==> src/rtl/svm_decision_funct_if.sv <==
// Bus bundle for the SVM decision-function engine: start request, pixel stream,
// coefficients in, and the decision result out.
interface svm_decision_funct_if #(
    parameter int XLEN_PIXEL    = 8,
    parameter int NUM_OF_PIXELS = 784,
    parameter int NUM_OF_SV     = 10,
    parameter int ALPHA_W       = 16
);
    localparam int ACC_W = 2*XLEN_PIXEL + $clog2(NUM_OF_PIXELS);
    localparam int F_W   = ACC_W + ALPHA_W + $clog2(NUM_OF_SV) + 1;

    logic                  en;
    logic                  in_valid;
    logic                  in_ready;
    logic [XLEN_PIXEL-1:0] x_pixel;
    logic [XLEN_PIXEL-1:0] sv_pixel;
    logic [ALPHA_W-1:0]    alpha_in;
    logic [ALPHA_W-1:0]    bias;
    logic                  busy;
    logic                  done;
    logic [F_W-1:0]        dec_value;
    logic                  class_out;

    modport master (
        output en, in_valid, x_pixel, sv_pixel, alpha_in, bias,
        input  in_ready, busy, done, dec_value, class_out
    );

    modport slave (
        input  en, in_valid, x_pixel, sv_pixel, alpha_in, bias,
        output in_ready, busy, done, dec_value, class_out
    );
endinterface

==> src/rtl/svm_decision_funct.sv <==
// Linear-kernel SVM decision function: f = sum_k alpha_k * <x, sv_k> + bias,
// streamed one pixel pair per accepted beat, result and sign class held until the next run.
module svm_decision_funct #(
    parameter int XLEN_PIXEL    = 8,
    parameter int NUM_OF_PIXELS = 784,
    parameter int NUM_OF_SV     = 10,
    parameter int ALPHA_W       = 16
) (
    input  logic                 clk,
    input  logic                 rst,
    svm_decision_funct_if.slave  bus
);
    localparam int ACC_W  = 2*XLEN_PIXEL + $clog2(NUM_OF_PIXELS);
    localparam int F_W    = ACC_W + ALPHA_W + $clog2(NUM_OF_SV) + 1;
    localparam int PROD_W = 2*XLEN_PIXEL;
    localparam int TERM_W = ALPHA_W + ACC_W + 1;
    localparam int PIX_CW = $clog2(NUM_OF_PIXELS + 1);
    localparam int SV_CW  = $clog2(NUM_OF_SV + 1);
    localparam logic [PIX_CW-1:0] PIX_LAST = PIX_CW'(NUM_OF_PIXELS - 1);
    localparam logic [SV_CW-1:0]  SV_LAST  = SV_CW'(NUM_OF_SV - 1);

    typedef enum logic [2:0] {IDLE, ACCUM, SCALE, BIAS, DONE} state_t;

    state_t                    state, state_n;
    logic [PIX_CW-1:0]         pix_cnt;
    logic [SV_CW-1:0]          sv_cnt;
    logic [ACC_W-1:0]          dot;
    logic signed [F_W-1:0]     fsum;
    logic signed [ALPHA_W-1:0] alpha_q;
    logic signed [F_W-1:0]     dec_q;
    logic                      class_q;

    logic                      in_ready_c, busy_c, done_c;
    logic                      beat;
    logic [PROD_W-1:0]         pix_prod;
    logic signed [TERM_W-1:0]  sv_term;
    logic signed [F_W-1:0]     fsum_bias;

    always_ff @(posedge clk) begin
        if (!rst) state <= IDLE;
        else      state <= state_n;
    end

    always_comb begin
        state_n    = state;
        in_ready_c = 1'b0;
        busy_c     = 1'b1;
        done_c     = 1'b0;
        case (state)
            IDLE: begin
                busy_c = 1'b0;
                if (bus.en) state_n = ACCUM;
            end
            ACCUM: begin
                in_ready_c = 1'b1;
                if (bus.in_valid && pix_cnt == PIX_LAST) state_n = SCALE;
            end
            SCALE:   state_n = (sv_cnt == SV_LAST) ? BIAS : ACCUM;
            BIAS:    state_n = DONE;
            DONE: begin
                done_c  = 1'b1;
                state_n = IDLE;
            end
            default: state_n = IDLE;
        endcase
    end

    always_comb begin
        beat      = in_ready_c && bus.in_valid;
        pix_prod  = PROD_W'(bus.x_pixel) * PROD_W'(bus.sv_pixel);
        // {0,dot} keeps the unsigned dot product positive in the signed multiply
        sv_term   = TERM_W'(alpha_q) * TERM_W'($signed({1'b0, dot}));
        fsum_bias = fsum + F_W'($signed(bus.bias));
    end

    always_ff @(posedge clk) begin
        if (!rst) begin
            pix_cnt <= '0;
            sv_cnt  <= '0;
            dot     <= '0;
            fsum    <= '0;
            alpha_q <= '0;
            dec_q   <= '0;
            class_q <= 1'b0;
        end else begin
            case (state)
                IDLE: if (bus.en) begin
                    pix_cnt <= '0;
                    sv_cnt  <= '0;
                    dot     <= '0;
                    fsum    <= '0;
                end
                ACCUM: if (beat) begin
                    dot     <= dot + ACC_W'(pix_prod);
                    pix_cnt <= pix_cnt + PIX_CW'(1);
                    if (pix_cnt == PIX_LAST) alpha_q <= $signed(bus.alpha_in);
                end
                SCALE: begin
                    fsum    <= fsum + F_W'(sv_term);
                    dot     <= '0;
                    pix_cnt <= '0;
                    if (sv_cnt != SV_LAST) sv_cnt <= sv_cnt + SV_CW'(1);
                end
                // Result registers load on the edge into DONE so they are valid with the done pulse.
                BIAS: begin
                    fsum    <= fsum_bias;
                    dec_q   <= fsum_bias;
                    class_q <= ~fsum_bias[F_W-1];
                end
                default: ;
            endcase
        end
    end

    assign bus.in_ready  = in_ready_c;
    assign bus.busy      = busy_c;
    assign bus.done      = done_c;
    assign bus.dec_value = dec_q;
    assign bus.class_out = class_q;
endmodule
==> src/flat_wrapper.sv <==
// flat-port wrapper written by rule: the top's interface ports become plain ports
module svm_decision_funct_flat 
#(
    parameter int XLEN_PIXEL    = 8,
    parameter int NUM_OF_PIXELS = 784,
    parameter int NUM_OF_SV     = 10,
    parameter int ALPHA_W       = 16
)
  (clk, rst, bus_en, bus_in_valid, bus_x_pixel, bus_sv_pixel, bus_alpha_in, bus_bias, bus_in_ready, bus_busy, bus_done, bus_dec_value, bus_class_out);
  svm_decision_funct_if #(.XLEN_PIXEL(XLEN_PIXEL), .NUM_OF_PIXELS(NUM_OF_PIXELS), .NUM_OF_SV(NUM_OF_SV), .ALPHA_W(ALPHA_W)) bus_i ();
  input  logic clk;
  input  logic rst;
  input wire logic [$bits(bus_i.en)-1:0] bus_en;
  input wire logic [$bits(bus_i.in_valid)-1:0] bus_in_valid;
  input wire logic [$bits(bus_i.x_pixel)-1:0] bus_x_pixel;
  input wire logic [$bits(bus_i.sv_pixel)-1:0] bus_sv_pixel;
  input wire logic [$bits(bus_i.alpha_in)-1:0] bus_alpha_in;
  input wire logic [$bits(bus_i.bias)-1:0] bus_bias;
  output wire logic [$bits(bus_i.in_ready)-1:0] bus_in_ready;
  output wire logic [$bits(bus_i.busy)-1:0] bus_busy;
  output wire logic [$bits(bus_i.done)-1:0] bus_done;
  output wire logic [$bits(bus_i.dec_value)-1:0] bus_dec_value;
  output wire logic [$bits(bus_i.class_out)-1:0] bus_class_out;
  assign bus_i.en = bus_en;
  assign bus_i.in_valid = bus_in_valid;
  assign bus_i.x_pixel = bus_x_pixel;
  assign bus_i.sv_pixel = bus_sv_pixel;
  assign bus_i.alpha_in = bus_alpha_in;
  assign bus_i.bias = bus_bias;
  assign bus_in_ready = bus_i.in_ready;
  assign bus_busy = bus_i.busy;
  assign bus_done = bus_i.done;
  assign bus_dec_value = bus_i.dec_value;
  assign bus_class_out = bus_i.class_out;
  svm_decision_funct #(.XLEN_PIXEL(XLEN_PIXEL), .NUM_OF_PIXELS(NUM_OF_PIXELS), .NUM_OF_SV(NUM_OF_SV), .ALPHA_W(ALPHA_W)) u_core (.clk(clk), .rst(rst), .bus(bus_i));
endmodule
==> config.mk <==
export PLATFORM = sky130hd
export DESIGN_NAME = svm_decision_funct_flat
export DESIGN_NICKNAME = d
export VERILOG_FILES = /design/src/rtl/svm_decision_funct_if.sv /design/src/rtl/svm_decision_funct.sv /design/src/flat_wrapper.sv
export SDC_FILE = /design/constraint.sdc
export NUM_CORES = 2
export LEC_CHECK = 0
export ABC_CLOCK_PERIOD_IN_PS = 18250
export CORE_UTILIZATION = 50
export DETAILED_ROUTE_END_ITERATION = 10
export PLACE_DENSITY = 0.76
export SLEW_MARGIN = 0
export SYNTH_ARGS = -nofsm -noshare
export SYNTH_HDL_FRONTEND = slang
export SYNTH_SLANG_ARGS = --single-unit
==> constraint.sdc <==
create_clock -name clk -period 18.25 [get_ports clk]
set_input_delay 2.7375 -clock clk [delete_from_list [all_inputs] [get_ports clk]]
set_output_delay 2.7375 -clock clk [all_outputs]
set_load 0.01 [all_outputs]
==> key figures <==
Worst hold path
  – Type of the worst min-delay path: reg2reg
  – Hold wc startpoint: u_core.bus.dec_value[38]
  – Hold EP: u_core.bus.dec_value[38]
  – Worst hold path depth: 2

Power and ir drop
  – Share of power burned in registers: 36.5%
  – Combinational share of power: 29.5%
  – Power density relative to cell area: 37.2 nW/µm²
  – Reported leakage power: 14.0 nW
  – Relative contribution of the clock network to total power: 34.0%
  – NetSw: 0.380 mW
  – Internal Dissipation: 0.665 mW
  – Total power consumption of the routed design: 1.04 mW
  – Highest ir drop seen on vdd: 52.1 µV
  – Switching power share of the total: 36.4%

Place
  – Cell area after placement: 27500 µm²
  – Setup WS pre-CTS: 10.21 ns
  – Post-detail-place hpwl: 49200 µm
  – IO buf count: 102
  – Final weighted congestion in routability-driven placement: 0.886

Global route
  – Maximum number of pins on one net before global-route repair: 69
  – Antenna violations before repair: 0
  – Number of global-route vias before repair: 20800
  – Global-route congestion overflow total: 0
  – Combined global-route utilization of all metal layers: 24.1%
  – First-pass GRT wire length: 103000 µm

Synthesis
  – Cell taking the most area after synthesis: sky130_fd_sc_hd__fa_1
  – Async set-or-reset flop fraction in the synthesized netlist: 0%
  – Share of the synthesized area in the top cell type: 32.9%
  – Number of nets produced by synthesis: 3789
  – Distinct cells, synth: 78
  – Average cell area after synthesis: 8.48 µm²
  – Most frequent cells after synthesis: sky130_fd_sc_hd__inv_1 (582), sky130_fd_sc_hd__fa_1 (428), sky130_fd_sc_hd__nand2_1 (406)
  – Share of the yosys chip area belonging to registers: 11.8%
  – Number of warnings reported in the yosys synthesis log: 0
  – Number of flops mapped to enable cells by yosys: 0
  – Mapped Area: 26000 µm²
  – Ranking of synthesized cells by area: sky130_fd_sc_hd__fa_1 (33%), sky130_fd_sc_hd__dfxtp_1 (12%), sky130_fd_sc_hd__ha_1 (11%)
  – Most repeated cell in the gate-level netlist after synthesis: sky130_fd_sc_hd__inv_1
  – Synthesized instance count: 3070
  – Flip-flop and latch count after synthesis: 154
  – Dominant register cell in the synthesized netlist: sky130_fd_sc_hd__dfxtp_1

Timing
  – Max-slew violations: 0
  – Final setup skew: 0.0143 ns
  – Worst-margin pin slew: 1.07 ns
  – RSZ-0062 raised after global routing: no
  – Highest Clock Rate: 132 MHz
  – Final critical path time including I/O delays and setup: 7.56 ns
  – Summed negative setup slack over all endpoints: 0 ns
  – Worst setup margin: 10.69 ns
  – Fin. Hold Viols: 0
  – # setup viols final: 0
  – Worst-case headroom to the max-slew limit: 28.6%
  – Final worst-path cycle share: 41.4%

Setup path
  – Nature of the critical path startpoint: input pin
  – Number of cells traversed by the worst register-to-register path: 21
  – Critical path required time: 18.59 ns
  – Reg2reg end: u_core.fsum[42]
  – R2R Path Start: u_core.alpha_q[1]
  – Critical path, cell by cell: clkdlybuf4s50_1 > nand2_1 > fa_1 > inv_1 > ha_1 > ha_1 > inv_1 > fa_1 > inv_1 > ha_1 > fa_1 > a21o_1 > a21oi_1 > o21bai_1 > a21oi_1 > o21bai_1 > a21o_1 > a2111oi_2 > nor3b_1 > xnor2_1 > nor2_1
  – Data arrival time of the critical path: 7.90 ns
  – Type of the worst setup path: in2reg
  – Slack of the worst reg-to-reg path: 10.97 ns
  – Maximum fanout encountered on the critical timing path: 8
  – Master of the slowest instance on the critical path: sky130_fd_sc_hd__clkdlybuf4s50_1
  – Crit path capture type: flop
  – Worst path max stage delay: 0.67 ns

Die
  – Top-level I/O count: 103
  – Die W: 230 µm
  – Core area: 51400 µm²
  – Total Die Area: 53000 µm²
  – Vert. Die Dim: 230 µm
  – Row count: 83
  – Initial cell density of the core: 50.6%

Clocking
  – Number of buffers between clock root and the deepest sink: 2
  – Number of buffers added by the clock tree synthesis step: 17
  – Hold-fix buffer count after cts: 0
  – Post-cts repair resize count: 0
  – Count of clock tree sinks: 154
  – Clk root buf: sky130_fd_sc_hd__clkbuf_16
  – Insertion delay to the later sink of the worst-skew pair: 0.47 ns
  – Clk slew on worst S/H paths: 0.07 ns
  – Maximum level of the CTS H-tree: 4
  – TritonCTS clock tree: built
  – Post-CTS setup buffers: 0

Layout
  – Layout Cell Area excl Fill: 28100 µm²
  – Area of all sequential standard cells: 3080 µm²
  – Number of diodes added for antenna fixing: 0
  – Area of combinational cells with multiple inputs: 20200 µm²
  – Finished Core Util: 54.6%
  – Fill cell instance count of the final layout: 4650
  – Fin nets: 3780
  – Share of final-layout standard cells stronger than drive strength 1: 2.70%
  – Area growth from synthesis to layout: 7.79%

Routing
  – Remaining antenna violation count after routing: 0
  – Number of remaining DRC errors: 0
  – Initial DRC Count: 1223
  – Pre-antenna DRT Iters: 5
  – Per-cell via count in the routed design: 5.47
  – WL/cell: 16.4 µm
  – Count of vias placed by the detailed router: 20500
  – Total wire length after detailed routing: 61600 µm

Job
  – Total of max-cap violations: 0

Run status
  – Outcome: completed
cell families (layout without fill, tap and decap cells):
| group | count (synthesis) | in the layout | synth area share, % |
|---|---|---|---|
| buffers and inverters | 732 | 736 | 10.6 |
| multiplexers | 23 | 23 | 0.889 |
| XOR/XNOR | 102 | 102 | 3.43 |
| flip-flops | 154 | 154 | 11.8 |
| adder cells (fa/ha/maj) | 667 | 667 | 44.4 |
| AND/OR/NAND/NOR | 910 | 910 | 16.8 |
| AO/OA/AOI/OAI | 482 | 482 | 12.0 |
layer usage:
metal	track usage [%]	vias to the layer above	wire length [µm]
li1	-	9646	-
met2	43.0	509	31900
met1	29.7	10200	25400
met4	8.71	0	1870
met5	0	-	0
met3	2.81	120	2370
worst max-delay path, delay by kind of cell:
| family | cells | cell delay [ns] |
|---|---|---|
| buffers and inverters | 4 | 0.80 |
| XOR/XNOR | 1 | 0.16 |
| AND/OR/NAND/NOR | 3 | 0.32 |
| adder cells (fa/ha/maj) | 6 | 2.21 |
| AO/OA/AOI/OAI | 7 | 1.68 |
cell usage in the layout (no fill, tap or decap), drive strengths merged, types with 19 or more instances in the layout:
cell and n:
o21ai 70, fa 428, o21bai 21, nor2 116
clkbuf 20, a21o 66, nand2 407, clkdlybuf4s50 102
a21oi 191, ha 239, nand4 31, dfxtp 154
a22oi 28, and2 219, nand3 46, xor2 42
inv 587, buf 19, xnor2 60, mux2i 22
stage by stage:
stage / std cells / hold slack (ns)
6_report: 3754 / 0.445
3_5_place_dp: 3722 / 0.433
4_1_cts: 3754 / 0.452
2_1_floorplan: 3070 / 0.453
5_1_grt: 3754 / 0.474
3_3_place_gp: 3722 / 0.435
cell type report:
type,instances,share of cell area [%]
timing repair buffer,121,4.15
sequential,154,11.0
tap,680,3.03
clock buffer,20,1.56
clock inverter,12,0.406
inverter,583,7.81
multi-input combinational,2184,72.1
power by group through the flow:
stage	logic [mW]	clock network (mW)	registers, mW
after global routing	0.355	0.378	0.383
after detailed placement	0.309	0	0.388
after floorplan	0.253	0	0.358
after global placement	0.299	0	0.387
final	0.308	0.355	0.381
after CTS	0.311	0.363	0.380
flip-flops by register name, summed over array words and instances (netlist names):
name,flops
u_core.dot,26
u_core.fsum,47
u_core.pix_cnt,10
u_core.state,3
u_core.bus.class_out,1
u_core.sv_cnt,4
u_core.bus.dec_value,47
u_core.alpha_q,16
how the worst max path moves through the flow:
stage               startpoint        endpoint  slack [ns]  cells after the start
3_5_place_dp    bus_x_pixel[3]  u_core.dot[23]       10.21                     21
3_3_place_gp    bus_x_pixel[3]  u_core.dot[23]       10.34                     21
6_report        bus_x_pixel[3]  u_core.dot[23]       10.69                     21
4_1_cts         bus_x_pixel[3]  u_core.dot[23]       10.72                     21
2_1_floorplan  bus_sv_pixel[0]  u_core.dot[23]       11.14                     21
5_1_grt         bus_x_pixel[3]  u_core.dot[23]       10.43                     21
(Power assumes the default switching activity.)
